**config.mk**
```make
export PLATFORM = sky130hd
export DESIGN_NAME = fnd_bcd_converter
export DESIGN_NICKNAME = d
export VERILOG_FILES = /design/src/rtl/fnd_bcd_converter.sv
export SDC_FILE = /design/constraint.sdc
export NUM_CORES = 1
export LEC_CHECK = 0
export CELL_PAD_IN_SITES_DETAIL_PLACEMENT = 1
export CELL_PAD_IN_SITES_GLOBAL_PLACEMENT = 1
export CORE_MARGIN = 3
export CORE_UTILIZATION = 39
export DETAILED_ROUTE_END_ITERATION = 12
export MAX_ROUTING_LAYER = met4
export PLACE_DENSITY = 0.75
export SLEW_MARGIN = 30
export SYNTH_ARGS = -nofsm -noshare
export SYNTH_HDL_FRONTEND = slang
export SYNTH_SLANG_ARGS = --single-unit
```
**constraint.sdc**
```tcl
create_clock -name clk -period 1.7 [get_ports clk]
set_input_delay 0.255 -clock clk [delete_from_list [all_inputs] [get_ports clk]]
set_output_delay 0.255 -clock clk [all_outputs]
set_load 0.005 [all_outputs]
```
**src/rtl/fnd_bcd_converter.sv**
```systemverilog
// fnd_bcd_converter: iterative binary-to-BCD converter for the FND display path.
// A shift-add-3 (double-dabble) engine converts the 14-bit FDR value into four
// packed BCD digits over a fixed 15-cycle conversion, then holds the result
// stable for the digit-scan logic until the next conversion completes.
// Optional build macro: FND_BCD_SATURATE_EN -- when defined, values above 9999
// present as 16'h9999 instead of wrapping modulo 10000.

module fnd_bcd_converter #(
    parameter int IN_W   = 14,
    parameter int DIGITS = 4
) (
    input  logic                  clk,
    input  logic                  rst,
    input  logic [IN_W-1:0]       bin_in,
    input  logic                  start,
    output logic                  busy,
    output logic                  done,
    output logic [4*DIGITS-1:0]   bcd_out,
    output logic                  overflow
);

    // One spare digit of scratch so values up to 16383 convert without loss;
    // the top digit is what tells us the value exceeded the displayable range.
    localparam int SCR_W = 4 * (DIGITS + 1);
    localparam int CNT_W = $clog2(IN_W);

    typedef enum logic [1:0] {
        IDLE,
        SHIFT,
        FINISH
    } state_t;

    state_t             state;
    state_t             state_next;
    logic [CNT_W-1:0]   count;
    logic [IN_W-1:0]    shift_reg;
    logic [SCR_W-1:0]   scratch;
    logic [SCR_W-1:0]   scratch_adj;
    logic [4*DIGITS-1:0] result;
    logic               overflow_next;
    logic               last_step;

    assign last_step = (count == CNT_W'(IN_W - 1));
    assign busy      = (state != IDLE);

    // State register; reset aborts any conversion in flight.
    always_ff @(posedge clk or posedge rst) begin
        if (rst) begin
            state <= IDLE;
        end else begin
            state <= state_next;
        end
    end

    // Next-state logic: accept a start only when idle, run a fixed number of steps.
    always_comb begin
        state_next = state;
        case (state)
            IDLE:    if (start) state_next = SHIFT;
            SHIFT:   if (last_step) state_next = FINISH;
            FINISH:  state_next = IDLE;
            default: state_next = IDLE;
        endcase
    end

    // Add-3 correction: any digit >= 5 would carry incorrectly after doubling.
    always_comb begin
        scratch_adj = scratch;
        for (int i = 0; i <= DIGITS; i++) begin
            if (scratch[4*i +: 4] >= 4'd5) begin
                scratch_adj[4*i +: 4] = scratch[4*i +: 4] + 4'd3;
            end
        end
    end

    // Final digit selection: the ten-thousands digit flags overflow and is dropped.
    always_comb begin
        overflow_next = |scratch[SCR_W-1 -: 4];
`ifdef FND_BCD_SATURATE_EN
        result = overflow_next ? {DIGITS{4'h9}} : scratch[4*DIGITS-1:0];
`else
        result = scratch[4*DIGITS-1:0];
`endif
    end

    // Conversion datapath: load on accepted start, shift one bit per SHIFT cycle.
    always_ff @(posedge clk or posedge rst) begin
        if (rst) begin
            shift_reg <= '0;
            scratch   <= '0;
            count     <= '0;
        end else begin
            case (state)
                IDLE: begin
                    if (start) begin
                        shift_reg <= bin_in;
                        scratch   <= '0;
                        count     <= '0;
                    end
                end
                SHIFT: begin
                    {scratch, shift_reg} <= {scratch_adj, shift_reg} << 1;
                    if (!last_step) begin
                        count <= count + CNT_W'(1);
                    end
                end
                default: ;
            endcase
        end
    end

    // Output registers: only the finished result is ever exposed to the scan logic.
    always_ff @(posedge clk or posedge rst) begin
        if (rst) begin
            bcd_out  <= '0;
            overflow <= 1'b0;
            done     <= 1'b0;
        end else begin
            done <= (state == FINISH);
            if (state == FINISH) begin
                bcd_out  <= result;
                overflow <= overflow_next;
            end
        end
    end

endmodule

```
# Word-level counts from Yosys, hierarchy flattened
# Index checks and enable logic that the tools add are counted.
# op_classes
n_eq_ne	6
n_reduce_logical	7
mux	15
addsub	6
n_lt_le_gt_ge	5
# ops
cell	count
$pmux W20 S2	1
$pmux W14 S2	1
$mux W4	6
$ge A4 B3 Y1 const B	5
$mux W20	1
$add A4 B2 Y4 const B	4
$mux W14	1
$pmux W4 S2	1
$ne A2 B2 Y1 const B	3
$add A4 B1 Y4 const B	1
$eq A4 B4 Y1 const B	1
$mux W2	2
$pmux W2 S2	1
$reduce_and A2 Y1	2
$reduce_bool A2 Y1	2
$reduce_or A4 Y1	1
$add A3 B2 Y3 const B	1
$mux W3	1
$reduce_and A3 Y1	1
$eq A2 B1 Y1 const B	1
$eq A2 B2 Y1 const B	1
$logic_not A2 Y1	1
# word_totals
elab_cells	46
output_inout_bits	19
inputBits	17
regBits	58

# Longest topological paths before layout
# logic_depth
ltp_word	3
depth_mapped	6

# Worst setup path before layout
# OpenSTA, ideal clock, no wires.
# synth_timing
path_kind	reg2reg
startpoint	register scratch[0]
endpoint	register scratch[2]
path_buffers	0
stages_incl_launch_ff	7
period_less_slack_ns	1.532
setup_time_ns	0.083
path_slack_ns	0.168
arrival_ns	1.449
path_cell_list	dfrtp_1 > inv_1 > ha_1 > nand2b_1 > a21oi_1 > mux2_2 > o21ai_0
# synth_via
elab_chain_cells	3
elab_cells_between_ends	4
# synth_lines
element	line_no	source
start, declared	37	logic [SCR_W-1:0] scratch;
start signal, assigned	102	{scratch, shift_reg} <= {scratch_adj, shift_reg} << 1;
$add A4 B2 Y4 / $ge A4 B3 Y1 (equally long branches)	71, 70	
$mux W4 (*)	70	if (scratch[4*i +: 4] >= 4'd5) begin
$pmux W20 S2 (*)	93	case (state)
# Mark *: on every way between the ends. The rest lies on a longest branch, timed or not.
# A chain may end at the register's enable or synchronous reset.

# Worst setup path in the final report
# Same ends and word-level chain as after synthesis.

==> run metrics <==
Critical Path Fanout Max 4; PnR Total Power between 6000 and 7000 uW; critical path endpoint category flip-flop; Synth Instances 235; via count 1959; post-synthesis sequential area ratio 0.536; Die W just under 90 um; Clk Latency, worst-skew pair 330 ps; Antenna Cells 0; Area Overhead vs Synth 26.1%; HP Class primary input to async pin; CP required a little under 2000 ps; FP Rows 29; Port-buffer cells 35; die area between 7000 and 8000 um2; GRT Util Overall 0.165; commonest cells after routing, fill and taps aside dfrtp_1, clkdlybuf4s50_1, nand2_1, mux2_2, a22oi_1; max-slew violation count 0; CTS Buffer Depth 2; CTS tree built; max frequency 633 MHz; Initial Utilization 0.415; Core Area between 6000 and 7000 um2; Reg clk slew, reported paths 60 ps; Routed Antenna Nets 0; Routed wire per std cell around 15 um; nets 314; CP arrival about 1800 ps; Final Skew about 5.5 ps; crit path cell chain inv_2 -> ha_2 -> nand2b_1 -> a21oi_1 -> mux2_2 -> o21ai_0; Worst Max-Slew Pin Slew around 450 ps; period utilisation layout 0.929; Clock Tree Root clkbuf_8; fraction of layout cells with a size suffix above 1 0.208; post-synth net total 265; vias per cell 5.37; number of antenna violations at the first check in global routing 0; Final TNS setup 0 ps; top-area cell type share of the netlist area 0.536; pin count of the biggest net entering global routing 59; cell area after synthesis 2710 um2; DIE HEIGHT between 80 and 90 um; RD Place Congestion 0.763; Worst VDD drop between 600 and 700 uV; Syn. warnings 0; Max Cap Viol 0; Slowest-stage cell, CP dfrtp_1; vias in the first global route about 2100; CTS Sinks 58; status complete, no violations; CP peak stage delay between 400 and 500 ps; Max transition margin 0.697; most common cell after layout, fill and taps aside dfrtp_1; H-tree depth 3; # DRC 0; # setup viols final 0; WL final about 5700 um; crit path launch scratch[0]$_DFFE_PP0P_; Final min period approximately 1600 ps; flop and latch count out of synthesis a little under 60; WS Path Type flip-flop to flip-flop; detailed placer's ending HPWL 3700 um; IO Count 36; startpoint class of the critical path flip-flop; worst flop-to-flop path startpoint scratch[0]$_DFFE_PP0P_; Power Density 1920 nW/um2; TritonRoute pass-1 iters 4; hold buffer count at cts 0; final hold vios 0; cell taking the most area after synthesis dfrtp_1; unrepaired setup endpoints after global routing no; first-pass GRT wire length about 9800 um; max reg flops 20; top post-synthesis cells by area dfrtp_1, mux2_2, ha_1, nand2_1, a22oi_1; worst r2r path cells 6; Unique masters post-synth 35; Congestion Overflow GR 0; initial drt markers around 80; Mapped Avg Cell Area roughly 12 um2; LEAKAGE roughly 0.0016 uW; Num CTS Buffers 9
-- where the power goes --
part / switching, uW / internal [uW]
logic: 1420 / 1510
registers: 446 / 1970
clock network: 516 / 705
total: 2380 / 4180
-- kinds of logic (layout without fill, tap and decap cells) --
| family | count (synthesis) | count (layout) | synth area share |
|---|---|---|---|
| DFF | 58 | 58 | 0.536 |
| and+or+nand+nor | 58 | 58 | 0.106 |
| AOI/OAI and AO/OA | 54 | 54 | 0.142 |
| buffers and inverters | 23 | 76 | 0.0443 |
| muxes | 21 | 21 | 0.0859 |
| adders and majority gates | 13 | 13 | 0.0600 |
| xor gates and xnor gates | 8 | 8 | 0.0259 |
-- synth_stat cells --
cell type / n
nor2_2: 1
mux2_2: 18
buf_4: 1
a32o_1: 5
o22ai_1: 7
o21ai_0: 7
or2_2: 1
nor2b_1: 2
clkbuf_1: 2
inv_1: 12
xnor2_1: 5
nor3b_2: 1
nand2_1: 33
nand2_8: 1
or3b_1: 1
o31ai_1: 7
o31ai_2: 1
buf_6: 1
a22o_1: 3
nand2b_1: 6
mux2i_1: 3
nand3_1: 6
o211ai_1: 1
buf_2: 5
xor2_1: 3
buf_1: 1
a31oi_1: 1
a21oi_1: 7
buf_12: 1
a22oi_1: 13
ha_1: 13
o32ai_1: 2
nor2_1: 4
dfrtp_1: 58
nor3b_1: 2
-- repair_timing --
action,CTS,global route
buffers inserted,2,0
endpoints found under the setup margin,1,21
resized for setup,1,9
-- layer usage --
layer  part of all wire  GRT usage  vias to the layer above
li1                   -          -                      931
met1               0.46      0.205                      981
met2               0.49      0.267                       38
met3              0.032     0.0304                        9
met4              0.018     0.0650                        0
met5                  0          -                        -
-- area by class of cell --
class | count | area, um2
inverters | 12 | 45.0
clock buffers | 12 | 145
fillers | 700 | 3110
repair buffers | 49 | 479
flip-flops and latches | 58 | 1450
multi-input cells | 154 | 1160
well taps | 77 | 96.3
clock inverters | 3 | 40.0
-- per-stage QoR --
step / worst slack, ps / area (um2) / util / hold slack (ps) / cells
floorplan: 17.0 / 2710 / - / 360 / 235
global placement: -70.0 / 3200 / 0.490 / 461 / 348
detailed placement: -88.6 / 3200 / 0.490 / 469 / 348
CTS: 36.5 / 3400 / 0.520 / 317 / 365
global route: 13.3 / 3420 / 0.523 / 342 / 365
finish: 121 / 3420 / 0.523 / 296 / 365
-- final timing paths --
| check | endpoint | slack [ps] |
|---|---|---|
| hold / removal | shift_reg[0]$_DFFE_PP0P_ | 300 |
| min in group clk | shift_reg[0]$_DFFE_PP0P_ | 460 |
| setup reg to reg | scratch[2]$_DFFE_PP0P_ | 120 |
| setup / recovery | scratch[2]$_DFFE_PP0P_ | 120 |
| hold reg to reg | shift_reg[6]$_DFFE_PP0P_ | 480 |
| max in group asynchronous | shift_reg[3]$_DFFE_PP0P_ | 1130 |
-- critical path: cells and delay by family, from the launching register on --
kind / cells / cell delay [ps]
AO/OA/AOI/OAI: 2 / 340
adder cells (fa/ha/maj): 1 / 210
multiplexers: 1 / 350
flip-flops: 1 / 420
AND/OR/NAND/NOR: 1 / 70
buffers and inverters: 1 / 100
Note: power is estimated with default switching activity, not from simulation.
